`src/rtl/adc_stream_arbiter_pkg.sv`:
```
// adc_stream_arbiter_pkg: shared FSM state, defaults and clog2 helper for the stream arbiter
package adc_stream_arbiter_pkg;
  typedef enum logic {ARB, BURST} state_t;
  localparam int DEF_CHANNELS = 4;
  localparam int DEF_DATA_WIDTH = 32;
  localparam int DEF_ID_BITS = 4;
  function automatic int clog2(input int n);
    int r;
    r = 0;
    for (int i = 0; (1 << i) < n; i++) r = i + 1;
    return (r < 1) ? 1 : r;
  endfunction
endpackage

```
`src/rtl/adc_stream_arbiter_rr_select.sv`:
```
// rr_select: combinational rotate-priority find-first, searching upward from ptr with wrap
module rr_select
  import adc_stream_arbiter_pkg::*;
#(
  parameter int N = DEF_CHANNELS,
  parameter int W = clog2(N)
) (
  input  logic [N-1:0] req,
  input  logic [W-1:0] ptr,
  output logic [W-1:0] idx,
  output logic         found
);
  logic [2*N-1:0] dbl;
  always_comb begin
    dbl = {req, req} >> ptr;
    idx = '0;
    found = |req;
    for (int i = N - 1; i >= 0; i--) if (dbl[i]) idx = W'((int'(ptr) + i) % N);
  end
endmodule

```
`src/rtl/adc_stream_arbiter.sv`:
```
// adc_stream_arbiter: N-channel round-robin burst merger with enable mask, hold override and ID tagging
module adc_stream_arbiter
  import adc_stream_arbiter_pkg::*;
#(
  parameter int CHANNELS   = DEF_CHANNELS,
  parameter int DATA_WIDTH = DEF_DATA_WIDTH,
  parameter int ID_TAG     = 1,
  parameter int ID_BITS    = DEF_ID_BITS,
  parameter int BURST_W    = 8
) (
  input  logic                           BUS_CLK,
  input  logic                           BUS_RST_N,
  input  logic [CHANNELS-1:0]            CH_EN,
  input  logic [BURST_W-1:0]             BURST_LEN,
  input  logic [CHANNELS-1:0]            WRITE_REQ,
  input  logic [CHANNELS-1:0]            HOLD_REQ,
  input  logic [CHANNELS*DATA_WIDTH-1:0] DATA_IN,
  output logic [CHANNELS-1:0]            READ_GRANT,
  output logic                           OUT_VALID,
  input  logic                           OUT_READY,
  output logic [DATA_WIDTH-1:0]          OUT_DATA,
  output logic [ID_BITS-1:0]             CUR_CH,
  output logic                           BUSY
);
  state_t state_q, state_d;
  logic [ID_BITS-1:0] ptr_q, ptr_d, cur_q, cur_d, sel_idx;
  logic [BURST_W-1:0] cnt_q, cnt_d, limit;
  logic out_valid_q, out_valid_d;
  logic [DATA_WIDTH-1:0] out_data_q, out_data_d, raw, word;
  logic [CHANNELS-1:0] cur_oh;
  logic sel_found, wr_c, en_c, hold_c, below, pop, leave;
  rr_select #(.N(CHANNELS), .W(ID_BITS)) u_sel (
    .req  (WRITE_REQ & CH_EN),
    .ptr  (ptr_q),
    .idx  (sel_idx),
    .found(sel_found)
  );
  always_comb begin
    cur_oh = CHANNELS'(1) << cur_q;
    wr_c = |(WRITE_REQ & cur_oh);
    en_c = |(CH_EN & cur_oh);
    hold_c = |(HOLD_REQ & cur_oh);
    limit = (BURST_LEN == '0) ? BURST_W'(1) : BURST_LEN;
    below = cnt_q < limit;
    raw = DATA_WIDTH'(DATA_IN >> (int'(cur_q) * DATA_WIDTH));
    word = (ID_TAG != 0) ? {cur_q, raw[DATA_WIDTH-ID_BITS-1:0]} : raw;
    pop = (state_q == BURST) && wr_c && en_c && (!out_valid_q || OUT_READY) && (below || hold_c);
    // exit is decided on the registered count, so the exit cycle never pops
    leave = (state_q == BURST) && ((!below && !hold_c) || !wr_c || !en_c);
    state_d = (state_q == ARB) ? (sel_found ? BURST : ARB) : (leave ? ARB : BURST);
    cur_d = (state_q == ARB && sel_found) ? sel_idx : cur_q;
    cnt_d = (state_q == ARB) ? '0 : (pop && !(&cnt_q)) ? cnt_q + 1'b1 : cnt_q;
    ptr_d = leave ? ((int'(cur_q) == CHANNELS - 1) ? '0 : cur_q + 1'b1) : ptr_q;
    out_valid_d = pop | (out_valid_q & ~OUT_READY);
    out_data_d = pop ? word : out_data_q;
  end
  always_ff @(posedge BUS_CLK or negedge BUS_RST_N) begin
    if (!BUS_RST_N) begin
      state_q <= ARB;
      ptr_q <= '0;
      cur_q <= '0;
      cnt_q <= '0;
      out_valid_q <= 1'b0;
      out_data_q <= '0;
    end else begin
      state_q <= state_d;
      ptr_q <= ptr_d;
      cur_q <= cur_d;
      cnt_q <= cnt_d;
      out_valid_q <= out_valid_d;
      out_data_q <= out_data_d;
    end
  end
  assign READ_GRANT = pop ? cur_oh : '0;
  assign OUT_VALID = out_valid_q;
  assign OUT_DATA = out_data_q;
  assign CUR_CH = cur_q;
  assign BUSY = (state_q == BURST);
endmodule

```
`config.mk`:
```
export PLATFORM = sky130hd
export DESIGN_NAME = adc_stream_arbiter
export DESIGN_NICKNAME = d
export VERILOG_FILES = /design/src/rtl/adc_stream_arbiter_pkg.sv /design/src/rtl/adc_stream_arbiter_rr_select.sv /design/src/rtl/adc_stream_arbiter.sv
export SDC_FILE = /design/constraint.sdc
export NUM_CORES = 1
export LEC_CHECK = 0
export CORE_UTILIZATION = 37
export CTS_CLUSTER_DIAMETER = 150
export DETAILED_ROUTE_END_ITERATION = 10
export GPL_ROUTABILITY_DRIVEN = 0
export MAX_ROUTING_LAYER = met4
export PLACE_DENSITY = 0.81
export SETUP_SLACK_MARGIN = 0.1
export SLEW_MARGIN = 20
export SYNTH_ARGS = -nofsm -noshare
export SYNTH_HDL_FRONTEND = slang
export SYNTH_SLANG_ARGS = --single-unit
```
`constraint.sdc`:
```
create_clock -name BUS_CLK -period 4.1 [get_ports BUS_CLK]
set_input_delay 0.82 -clock BUS_CLK [delete_from_list [all_inputs] [get_ports BUS_CLK]]
set_output_delay 0.82 -clock BUS_CLK [all_outputs]
set_load 0.005 [all_outputs]
```
==> results.yml <==
critical_path:
  critPathMaxFanout: 2
  crit_start: "BURST_LEN[5]"
  cp.buffers_inverters: 4
  max_stage_delay_ps: 480
  worstPathRequired_ps: 3280
  cp.arrival_ps: 3130
  worstReg2RegStart: "CUR_CH[1]$_DFFE_PN0P_"
  cpMaxStageDelayCell: "clkdlybuf4s50_1"
  rr_worst_depth: 12
  timing.critical_path.to: "READ_GRANT[3]"
  rrSetupSlack_ps: 1140
  r2r_end: "OUT_DATA[16]$_DFFE_PN0N_"
  cp_cell_sequence: "clkdlybuf4s50_1, inv_1, ha_1, a21o_1, a221o_1, a21oi_2, o21a_1, and3_4, buf_4, and2_1, dlygate4sd2_1"
  cp_top_family: "compound AO/OA/AOI/OAI gates"
  worst-path-stages: 11
  cp-end-kind: "primary output"
  critPathLaunchType: "input port"
  path_class: "input port to primary output"
timing:
  finalCriticalPeriod_ps: 3949
  slew_headroom_pct: 62.27
  fmaxAchievable_mhz: 253.2
  whs_ps: 516.4
  setup_viol: 0
  clock_skew_ps: 8.116
  rsz0062_at_grt: "true"
  hold_viol_final: 0
  setup_slack_ps: 150.9
  slew_violations: 0
  period_share_pct: 96.32
  worstMarginPinSlew_ps: 565.9
synth:
  avgSynthCellArea_um2: 13.20
  yosysMostFrequentCell: "dfrtp_1"
  synth_cell_type_count: 43
  seq_area_frac_synth_pct: 35.95
  netlist_top_cells_count: "dfrtp_1 (44), mux4_2 (28), mux2_4 (26)"
  synth_area_mm2: 0.003063
  yosys_warnings: 0
  synth_edf_count: 0
  syn_inst: 232
  synthArstFlopShare_pct: 100.0
  synth.area.top_cells: "dfrtp_1 (36%), mux4_2 (21%), mux2_4 (13%)"
  post-synth-top-area-fraction_pct: 35.95
  ys_ff_latch: 44
  synth_ff_type: "dfrtp_1"
  synth_largest_area_cell: "dfrtp_1"
drt:
  wl_per_cell_um: 16.41
  drtPass1Iterations: 4
  drc: 0
  avgViaCountPerCell: 5.247
  drtAntennaViolNets: 0
  num_vias: 2702
  drtIter0Drc: 57
  wl_um: 8450
floorplanning:
  initial_utilization_pct: 39.03
  placementRows: 32
  ios: 193
  die_area_mm2: 0.008646
  core_area_mm2: 0.007848
  die_h_um: 92.99
  die_width_um: 92.99
clocking:
  cts.reportedPaths.clkPinSlew_ps: 80
  cts.sinks: 44
  clk_latency_ps: 290
  clk_path_buf_depth: 2
  root_buffer: "clkbuf_8"
  numCtsBuffers: 5
  cts_tree: "done"
  holdBufCountCts: 0
  cts-htree-levels: 2
final_layout:
  drive_gt1_share_pct: 22.52
  utilization_pct: 64.17
  fin_cells: 515
  area_growth_pct: 64.42
  finalInstanceArea_mm2: 0.005036
  nets: 575
  diodes: 0
run_status:
  status: "finished clean"
global_routing:
  globalRouteTotalUtil_pct: 20.33
  antenna_found_initial: 0
  grt_max_degree: 45
  grt-ovfl-total: 0
  grt_pass1_vias: 2875
  grt_pass1_wl_um: 13130
power:
  p_per_area_mw_per_mm2: 529.6
  power.leakage_nw: 2.099
  ir_worst_vdd_uv: 239.8
placed_design:
  detailed_place_hpwl_um: 6665
  place_inst: 502
  portBuffers: 172
  place_area_mm2: 0.004880
  pre_cts_ws_ps: -122.2
worst_hold_path:
  hp-class: "input port to asynchronous set/reset pin"
flow_run:
  maxCapViolations: 0
worst register-to-register path, cell delays in order (launching register included):
cell	delay (ps)
dfrtp_1	330
buf_4	220
inv_1	100
ha_1	230
a22o_1	250
a221oi_4	290
nand4_2	180
o21a_1	220
and3_4	180
buf_6	120
buf_4	120
buf_4	240
mux2_4	350
worst min-delay path by stage:
stage                                to  slack [ps]
3_3_place_gp   OUT_DATA[26]$_DFFE_PN0N_         490
3_5_place_dp    OUT_DATA[1]$_DFFE_PN0N_         490
6_report       OUT_DATA[21]$_DFFE_PN0N_         520
4_1_cts        OUT_DATA[11]$_DFFE_PN0N_         520
5_1_grt        OUT_DATA[21]$_DFFE_PN0N_         530
2_1_floorplan  OUT_DATA[24]$_DFFE_PN0N_         510
state kept, by name (all words and copies together), names as in the netlist:
register and flops:
OUT_DATA 30, cnt_q 8, CUR_CH 2, ptr_q 2
BUSY 1, OUT_VALID 1
stage by stage:
stage               TNS [ps]  power [W]
floorplan                  0   0.001649
detailed placement    -410.9   0.002301
finish                     0   0.002667
global route               0   0.002817
global placement      -80.11   0.002261
CTS                        0   0.002676
final cells by class:
cell class | count | area [um2]
Clock buffer | 6 | 82.58
Clock inverter | 2 | 38.79
Fill cell | 602 | 2811
Inverter | 12 | 45.04
Multi-Input combinational cell | 164 | 1836
Sequential cell | 44 | 1102
Tap cell | 102 | 127.6
Timing Repair Buffer | 185 | 1804
cells by family (layout without fill, tap and decap cells):
| logic type | after synthesis | after routing | synth area share (%) |
|---|---|---|---|
| other | 1 | 4 | 0.1224 |
| adders and majority gates | 12 | 12 | 4.902 |
| muxes | 64 | 64 | 36.85 |
| DFF | 44 | 44 | 35.95 |
| buffers and inverters | 27 | 205 | 4.779 |
| and+or+nand+nor | 47 | 47 | 7.843 |
| AOI/OAI and AO/OA | 37 | 37 | 9.558 |
cells in the final DEF (no fill, tap or decap), types with 3 or more instances in the layout:
cell type        Yosys  final
clkdlybuf4s50_1      0    167
dfrtp_1             44     43
mux4_2              28     28
mux2_4              26     26
nand2_1             16     16
buf_4                4     13
inv_1               12     12
ha_1                12     12
mux2_2               6      6
nor2_1               6      6
clkbuf_8             0      6
nand3_1              5      5
and2_1               4      5
nand2b_1             5      5
o21ai_0              5      5
a22oi_1              4      4
mux2i_1              4      4
conb_1               1      4
a21oi_1              4      3
nor4_1               3      3
o211ai_1             3      3
clkbuf_2             0      3
power by group:
group	leakage (nW)	internal, W	switching [W]
combinational	1.49	0.00103	0.000545
sequential	0.544	0.000617	0.000134
clock	0.0614	0.000199	0.000147
layer usage:
metal / wire length (um) / GRT usage, % / vias up
met2: 4653 / 38.17 / 143
li1: - / - / 1244
met5: 0 / - / -
met3: 592 / 4.390 / 18
met1: 3015 / 20.71 / 1297
met4: 189 / 7.179 / 0
timing repair:
action / in CTS / in global routing
resized for setup: 6 / 8
pin swaps: 3 / 2
buffers inserted: 3 / 2
setup endpoints to repair: 4 / 3
(Power assumes the default switching activity.)
